File: src/rtl/synth_pkg.sv
// Constants and loader state encoding shared by the wavetable loader, its bank RAM and the oscillators.
package synth_pkg;

  localparam int unsigned WT_DATA_W    = 16;
  localparam int unsigned WT_ADDR_W    = 10;
  localparam int unsigned WT_DEPTH     = 1 << WT_ADDR_W;
  localparam logic [7:0]  WT_SYNC_BYTE = 8'hA5;

  typedef enum logic [2:0] {
    HUNT,
    DATA_LO,
    DATA_HI,
    CSUM,
    COMMIT
  } loader_state_e;

endpackage

File: src/rtl/wavetable_loader.sv
// Loads a sync-framed byte stream into the inactive wavetable bank and swaps banks
// only after a complete frame whose XOR checksum matches.
module wavetable_loader
  import synth_pkg::*;
#(
  parameter int unsigned DATA_W    = WT_DATA_W,
  parameter int unsigned ADDR_W    = WT_ADDR_W,
  parameter logic [7:0]  SYNC_BYTE = WT_SYNC_BYTE
) (
  input  logic              clk,
  input  logic              reset,
  input  logic [7:0]        in_byte,
  input  logic              in_valid,
  output logic              in_ready,
  input  logic              abort,
  output logic              wr_en,
  output logic [ADDR_W:0]   wr_addr,
  output logic [DATA_W-1:0] wr_data,
  output logic              active_bank,
  output logic              busy,
  output logic              done,
  output logic              csum_err
);

  localparam int unsigned       DEPTH    = 1 << ADDR_W;
  localparam logic [ADDR_W-1:0] LAST_IDX = ADDR_W'(DEPTH - 1);

  loader_state_e state_q, state_d;

  logic [ADDR_W-1:0] index_q, index_d;
  logic [7:0]        csum_q, csum_d;
  logic [7:0]        lo_q, lo_d;
  logic              csum_ok_q, csum_ok_d;
  logic              active_q, active_d;
  logic              in_ready_q, in_ready_d;
  logic              busy_q, busy_d;
  logic              wr_en_q, wr_en_d;
  logic [ADDR_W:0]   wr_addr_q, wr_addr_d;
  logic [DATA_W-1:0] wr_data_q, wr_data_d;
  logic              done_q, done_d;
  logic              err_q, err_d;

  logic xfer, is_sync, is_last;

  assign xfer    = in_valid & in_ready_q;
  assign is_sync = (in_byte == SYNC_BYTE);
  assign is_last = (index_q == LAST_IDX);

  always_ff @(posedge clk or posedge reset) begin
    if (reset) begin
      state_q <= HUNT;
    end else begin
      state_q <= state_d;
    end
  end

  // Abort overrides every state; COMMIT always lasts exactly one cycle.
  always_comb begin
    state_d = state_q;
    if (abort) begin
      state_d = HUNT;
    end else begin
      case (state_q)
        HUNT:    if (xfer && is_sync) state_d = DATA_LO;
        DATA_LO: if (xfer) state_d = DATA_HI;
        DATA_HI: if (xfer) state_d = is_last ? CSUM : DATA_LO;
        CSUM:    if (xfer) state_d = COMMIT;
        COMMIT:  state_d = HUNT;
        default: state_d = HUNT;
      endcase
    end
  end

  always_comb begin
    index_d    = index_q;
    csum_d     = csum_q;
    lo_d       = lo_q;
    csum_ok_d  = csum_ok_q;
    active_d   = active_q;
    wr_en_d    = 1'b0;
    wr_addr_d  = wr_addr_q;
    wr_data_d  = wr_data_q;
    done_d     = 1'b0;
    err_d      = 1'b0;
    in_ready_d = (state_d != COMMIT);
    busy_d     = (state_d != HUNT);
    if (abort) begin
      index_d = '0;
      csum_d  = '0;
    end else begin
      case (state_q)
        HUNT: begin
          if (xfer && is_sync) begin
            index_d = '0;
            csum_d  = '0;
          end
        end
        DATA_LO: begin
          if (xfer) begin
            lo_d   = in_byte;
            csum_d = csum_q ^ in_byte;
          end
        end
        DATA_HI: begin
          if (xfer) begin
            csum_d    = csum_q ^ in_byte;
            wr_en_d   = 1'b1;
            wr_addr_d = {~active_q, index_q};
            wr_data_d = DATA_W'({in_byte, lo_q});
            if (!is_last) index_d = index_q + 1'b1;
          end
        end
        CSUM: begin
          if (xfer) csum_ok_d = (in_byte == csum_q);
        end
        COMMIT: begin
          if (csum_ok_q) begin
            active_d = ~active_q;
            done_d   = 1'b1;
          end else begin
            err_d = 1'b1;
          end
        end
        default: ;
      endcase
    end
  end

  always_ff @(posedge clk or posedge reset) begin
    if (reset) begin
      index_q    <= '0;
      csum_q     <= '0;
      lo_q       <= '0;
      csum_ok_q  <= 1'b0;
      active_q   <= 1'b0;
      in_ready_q <= 1'b1;
      busy_q     <= 1'b0;
      wr_en_q    <= 1'b0;
      wr_addr_q  <= '0;
      wr_data_q  <= '0;
      done_q     <= 1'b0;
      err_q      <= 1'b0;
    end else begin
      index_q    <= index_d;
      csum_q     <= csum_d;
      lo_q       <= lo_d;
      csum_ok_q  <= csum_ok_d;
      active_q   <= active_d;
      in_ready_q <= in_ready_d;
      busy_q     <= busy_d;
      wr_en_q    <= wr_en_d;
      wr_addr_q  <= wr_addr_d;
      wr_data_q  <= wr_data_d;
      done_q     <= done_d;
      err_q      <= err_d;
    end
  end

  assign in_ready    = in_ready_q;
  assign busy        = busy_q;
  assign wr_en       = wr_en_q;
  assign wr_addr     = wr_addr_q;
  assign wr_data     = wr_data_q;
  assign active_bank = active_q;
  assign done        = done_q;
  assign csum_err    = err_q;

endmodule

File: config.mk
export PLATFORM = sky130hd
export DESIGN_NAME = wavetable_loader
export DESIGN_NICKNAME = d
export VERILOG_FILES = /design/src/rtl/synth_pkg.sv /design/src/rtl/wavetable_loader.sv
export SDC_FILE = /design/constraint.sdc
export NUM_CORES = 1
export LEC_CHECK = 0
export CAP_MARGIN = 30
export CORE_ASPECT_RATIO = 1.4
export CORE_UTILIZATION = 45
export DETAILED_ROUTE_END_ITERATION = 8
export PLACE_DENSITY = 0.77
export SLEW_MARGIN = 10
export SYNTH_ARGS = -nofsm -noshare
export SYNTH_HDL_FRONTEND = slang
export SYNTH_SLANG_ARGS = --single-unit
export TNS_END_PERCENT = 30
File: constraint.sdc
create_clock -name clk -period 2.95 [get_ports clk]
set_clock_uncertainty 0.1 [all_clocks]
set_input_delay 0.885 -clock clk [delete_from_list [all_inputs] [get_ports clk]]
set_output_delay 0.885 -clock clk [all_outputs]
set_load 0.005 [all_outputs]
# Word level (Yosys, flattened, before mapping)
# Cells that the tools add are included.
[totals] ff_bits=63 out_inout_bits=33
[classes] addsub=1 n_eq_ne=12 n_mux=25 bitwise_logic=4 reduce_logical=12
[op_table] operator="$mux 10" count=4
[op_table] operator="$mux 8" count=3
[op_table] operator="$pmux 10 s2" count=1
[op_table] operator="$pmux 8 s2" count=1
[op_table] operator="$mux 3" count=5
[op_table] operator="$reduce_and 3->1" count=5
[op_table] operator="$ne 3x3->1 const B" count=4
[op_table] operator="$pmux 3 s4" count=1
[op_table] operator="$add 10x1->10 const B" count=1
[op_table] operator="$eq 10x10->1 const B" count=1
[op_table] operator="$mux 1" count=9
[op_table] operator="$reduce_bool 3->1" count=3
[op_table] operator="$eq 8x8->1" count=1
[op_table] operator="$eq 8x8->1 const B" count=1
[op_table] operator="$xor 8x8->8" count=1
[op_table] operator="$eq 3x2->1 const B" count=2
[op_table] operator="$reduce_and 4->1" count=1
[op_table] operator="$eq 3x1->1 const B" count=1
[op_table] operator="$eq 3x3->1 const B" count=1
[op_table] operator="$logic_not 3->1" count=1
[op_table] operator="$ne 3x1->1 const B" count=1
[op_table] operator="$mux 2" count=1
[op_table] operator="$not 1->1" count=2
[op_table] operator="$reduce_or 2->1" count=1
[op_table] operator="other kinds (2)" count=2

# Longest topological paths before layout
[logic_depth] ltp_word=6 depth_mapped=7 mapped_depth_nobuf=6

# Worst setup path before layout
# No wires, ideal clock.
[synth_timing] kind="input -> register" from="input in_byte[3]" to="register csum_q[0]" setup_time_ps=76 arrival_ps=2066 required_ps=2774 setup_slack_ps=707 path_stages=6 n_path_buf=1 cell_sequence="and4bb_1 > a21boi_1 > o41a_4 > or2_1 > buf_6 > o21ai_1"
[synth_between] elab_chain_cells=4
[synth_rtl] element="start, declared" line="wavetable_loader.sv:12" text="input logic [7:0] in_byte,"
[synth_rtl] element="$eq 8x8->1" line="wavetable_loader.sv:46" text="assign is_sync = (in_byte == SYNC_BYTE);"
[synth_rtl] element="$logic_and 1x1->1" line="wavetable_loader.sv:93" text="if (xfer && is_sync) begin"
[synth_rtl] element="$ne 3x3->1 (no source line)"
[synth_rtl] element="$reduce_and 3->1 (no source line)"
[synth_rtl] element="end signal, assigned" line="wavetable_loader.sv:145" text="csum_q <= csum_d;"
[synth_rtl] element="end, declared" line="wavetable_loader.sv:31" text="logic [7:0] csum_q, csum_d;"
# No other way between the ends.
# A chain may end at the register's enable or synchronous reset.

# Final worst setup path
[layout_timing] from="input in_byte[6]" to="register index_q[9]"
[layout_between] elab_chain_cells=4
[layout_rtl] element="$eq 8x8->1" line="wavetable_loader.sv:46"
[layout_rtl] element="$logic_and 1x1->1" line="wavetable_loader.sv:93"
[layout_rtl] element="$ne 3x3->1 (no source line)"
[layout_rtl] element="$reduce_and 4->1 (no source line)"
[layout_rtl] element="end signal, assigned" line="wavetable_loader.sv:144" text="index_q <= index_d;"
[layout_rtl] element="end, declared" line="wavetable_loader.sv:30" text="logic [ADDR_W-1:0] index_q, index_d;"
# No other way between the ends.

==> run metrics <==
post-synthesis register bit count=63; sequential share of power=47.7%; worst setup path class=in -> reg; Via density=5.38; htree depth=3; r2r startpoint=index_q[0]; HPWL after DPL=4.23 mm; RSZ-0062 raised after global routing=no; antenna viol nets, final=0; max_cap viols=0; Worst Hold Class=reg -> reg; PortBufs=44; internal cell power=1450 uW; Area Growth Syn to Fin=32.0%; Post-Syn Instances=roughly 240; Core Rows=33; crit start category=input port; Clock Power Share=47.1%; Leak=0.00175 uW; Placed Area=3500 sq um; Hold Path Sink=csum_err; critical path data required time=approximately 3.1 ns; Tot GR Track Use=19.5%; largest net degree at the start of global routing=28; vias in the first global route=1973; status=complete, no violations; switching component of the power=approximately 370 uW; final setup vio count=0; number of synthesis warnings=0; drt wl/cell=15.1 microns; Starting DRT DRC Count=around 110; total core area=5950 sq um; CTS root buffer=clkbuf_8; GRT overflow=0; worst vdd ir=roughly 0.00046 V; filler instances=510; reg2reg end=index_q[9]; Initial Util=47.5%; pin slew with the least headroom to its limit=roughly 0.57 ns; initial antenna violation count=0; CTS tree=yes; Unique masters post-synth=44; Post-CTS Setup Inserts=0; nets=320; Post-Syn Area=2830 sq um; Die Wd=roughly 69 microns; clock-pin slew on the worst setup and hold paths=0.07 ns; crit end category=flip-flop; register area share after synthesis=55.8%; Min Clock Period, post-route=between 2 and 2.5 ns; combinational share of power=5.2%; Routed WL=5.75 mm; Die ar.=around 6600 sq um; reg2reg setup slack=~0.9 ns; Syn Nets=between 200 and 300; Vias=2048; antenna cells=0; PwrDens=a little under 500 nW/um^2; share of layout cells above drive strength 1=between 20% and 30%; Hold Crit Depth=1; Clock Sinks=63; Post-CTS Hold Buffers=0; crit-path max FO=13; drt first pass iters=4; Post-synth EDFFs=0; DRC Markers=0; Async SR Flop Fraction=100%; Synth Area per Inst=between 10 and 15 sq um; latest clock arrival within the worst-skew pair=about 0.35 ns; CTS buffer count=9; Hold Violations, Final=0; Clock Path Buffers=2; Total Neg Setup Slack=0 ns; number of gates resized after CTS=0; CP Data Arrival Time=2.68 ns; f_max=402 MHz; Ports=45; period utilization=between 80 and 90%; ys flop type=dfrtp_1; Slew HR=61.9%; design area=3730 sq um; switch share=20.3%; R2R depth=6; Die H=95.8 microns; hold path start=csum_ok_q; global-route wire length before repair=9.14 mm; gpl congestion=0.836; Final Slew Violations=0
==> cell families after synthesis <==
| kind of cell | share of synthesized area [%] |
|---|---|
| AOI/OAI and AO/OA | 11.1 |
| xor gates and xnor gates | 3.10 |
| muxes | 13.5 |
| and+or+nand+nor | 13.7 |
| DFF | 55.8 |
| buffers and inverters | 2.30 |
| adders and majority gates | 0.443 |
==> layout make-up <==
type                    instances  area, sq um  area share, %
clock inverters                 3         65.1           1.74
repair buffers                 66          631           16.9
multi-input cells             162         1190           31.8
inverters                       5         18.8          0.503
well taps                      70         87.6           2.35
clock buffers                  12          165           4.43
flip-flops and latches         63         1580           42.3
==> flip-flops by register name, summed over array words and instances (netlist names), 3 cells and up <==
name and count:
wr_data 16, wr_addr 11, index_q 10, csum_q 8, lo_q 8, state_q 3
==> how the worst max path moves through the flow <==
stage	startpoint	end	slack [ns]
floorplan	reset	active_bank	0.40
global placement	in_byte[3]	index_q[9]	0.13
detailed placement	in_byte[6]	index_q[9]	0.1
CTS	in_byte[3]	index_q[0]	0.46
global route	in_byte[6]	index_q[0]	0.35
finish	in_byte[6]	index_q[9]	0.46
==> critical path, cell delays in order <==
cell,delay [ns]
clkdlybuf4s50_1,0.42
and4bb_1,0.34
and4_1,0.24
o22ai_2,0.18
or4_1,0.54
nand2_1,0.07
==> power by group through the flow <==
stage	logic (uW)	registers [uW]	clock network [uW]
floorplan	40.0	883	0
global route	105	867	909
global placement	94.7	883	0
detailed placement	95.9	883	0
CTS	96.7	867	875
finish	94.4	867	856
==> placed cells by master, fill, tap and decap left out, types with 10 or more instances in the layout <==
cell type        count
nor2_1              15
clkbuf_8            12
dfrtp_1             62
nand2_1             10
o21ai_0             13
mux2_2              24
a21oi_1             10
o21ai_1             13
buf_4               20
mux2_1              10
clkdlybuf4s50_1     44
==> Yosys cell counts, types with 3 or more instances <==
cell type	count	share of area (%)
and2_1	4	0.89
or3_1	5	1.1
o21ai_1	13	2.3
nand4_1	5	1.1
inv_1	5	0.66
a21oi_1	10	1.8
nor2_1	16	2.1
or2b_1	5	1.3
mux2_1	10	4.0
buf_2	4	0.71
and4_1	3	0.93
xnor2_1	8	2.5
o31ai_1	4	1.1
dfrtp_1	62	55
o21ai_0	13	2.3
nand2b_1	3	0.66
mux2_2	24	9.6
nand2_1	10	1.3
==> metrics by stage <==
step,std cells,total power (uW),hold WS [ns],setup slack [ns],utilization (%)
after global routing,381,1880,0.382,0.354,62.8
after detailed placement,366,979,0.357,0.0985,58.9
after CTS,381,1840,0.374,0.459,62.8
after floorplan,237,923,0.316,0.397,-
final,381,1820,0.371,0.460,62.8
after global placement,366,978,0.346,0.126,58.9
==> layer usage <==
layer | share of wire, % | up-vias | global-route usage (%)
li1 | - | 990 | -
met4 | 2.5 | 0 | 9.52
met3 | 4.0 | 10 | 5.92
met5 | 0 | - | 0
met2 | 52 | 41 | 33.1
met1 | 41 | 1007 | 21.5
No activity file was read; power rests on OpenSTA's default activity.
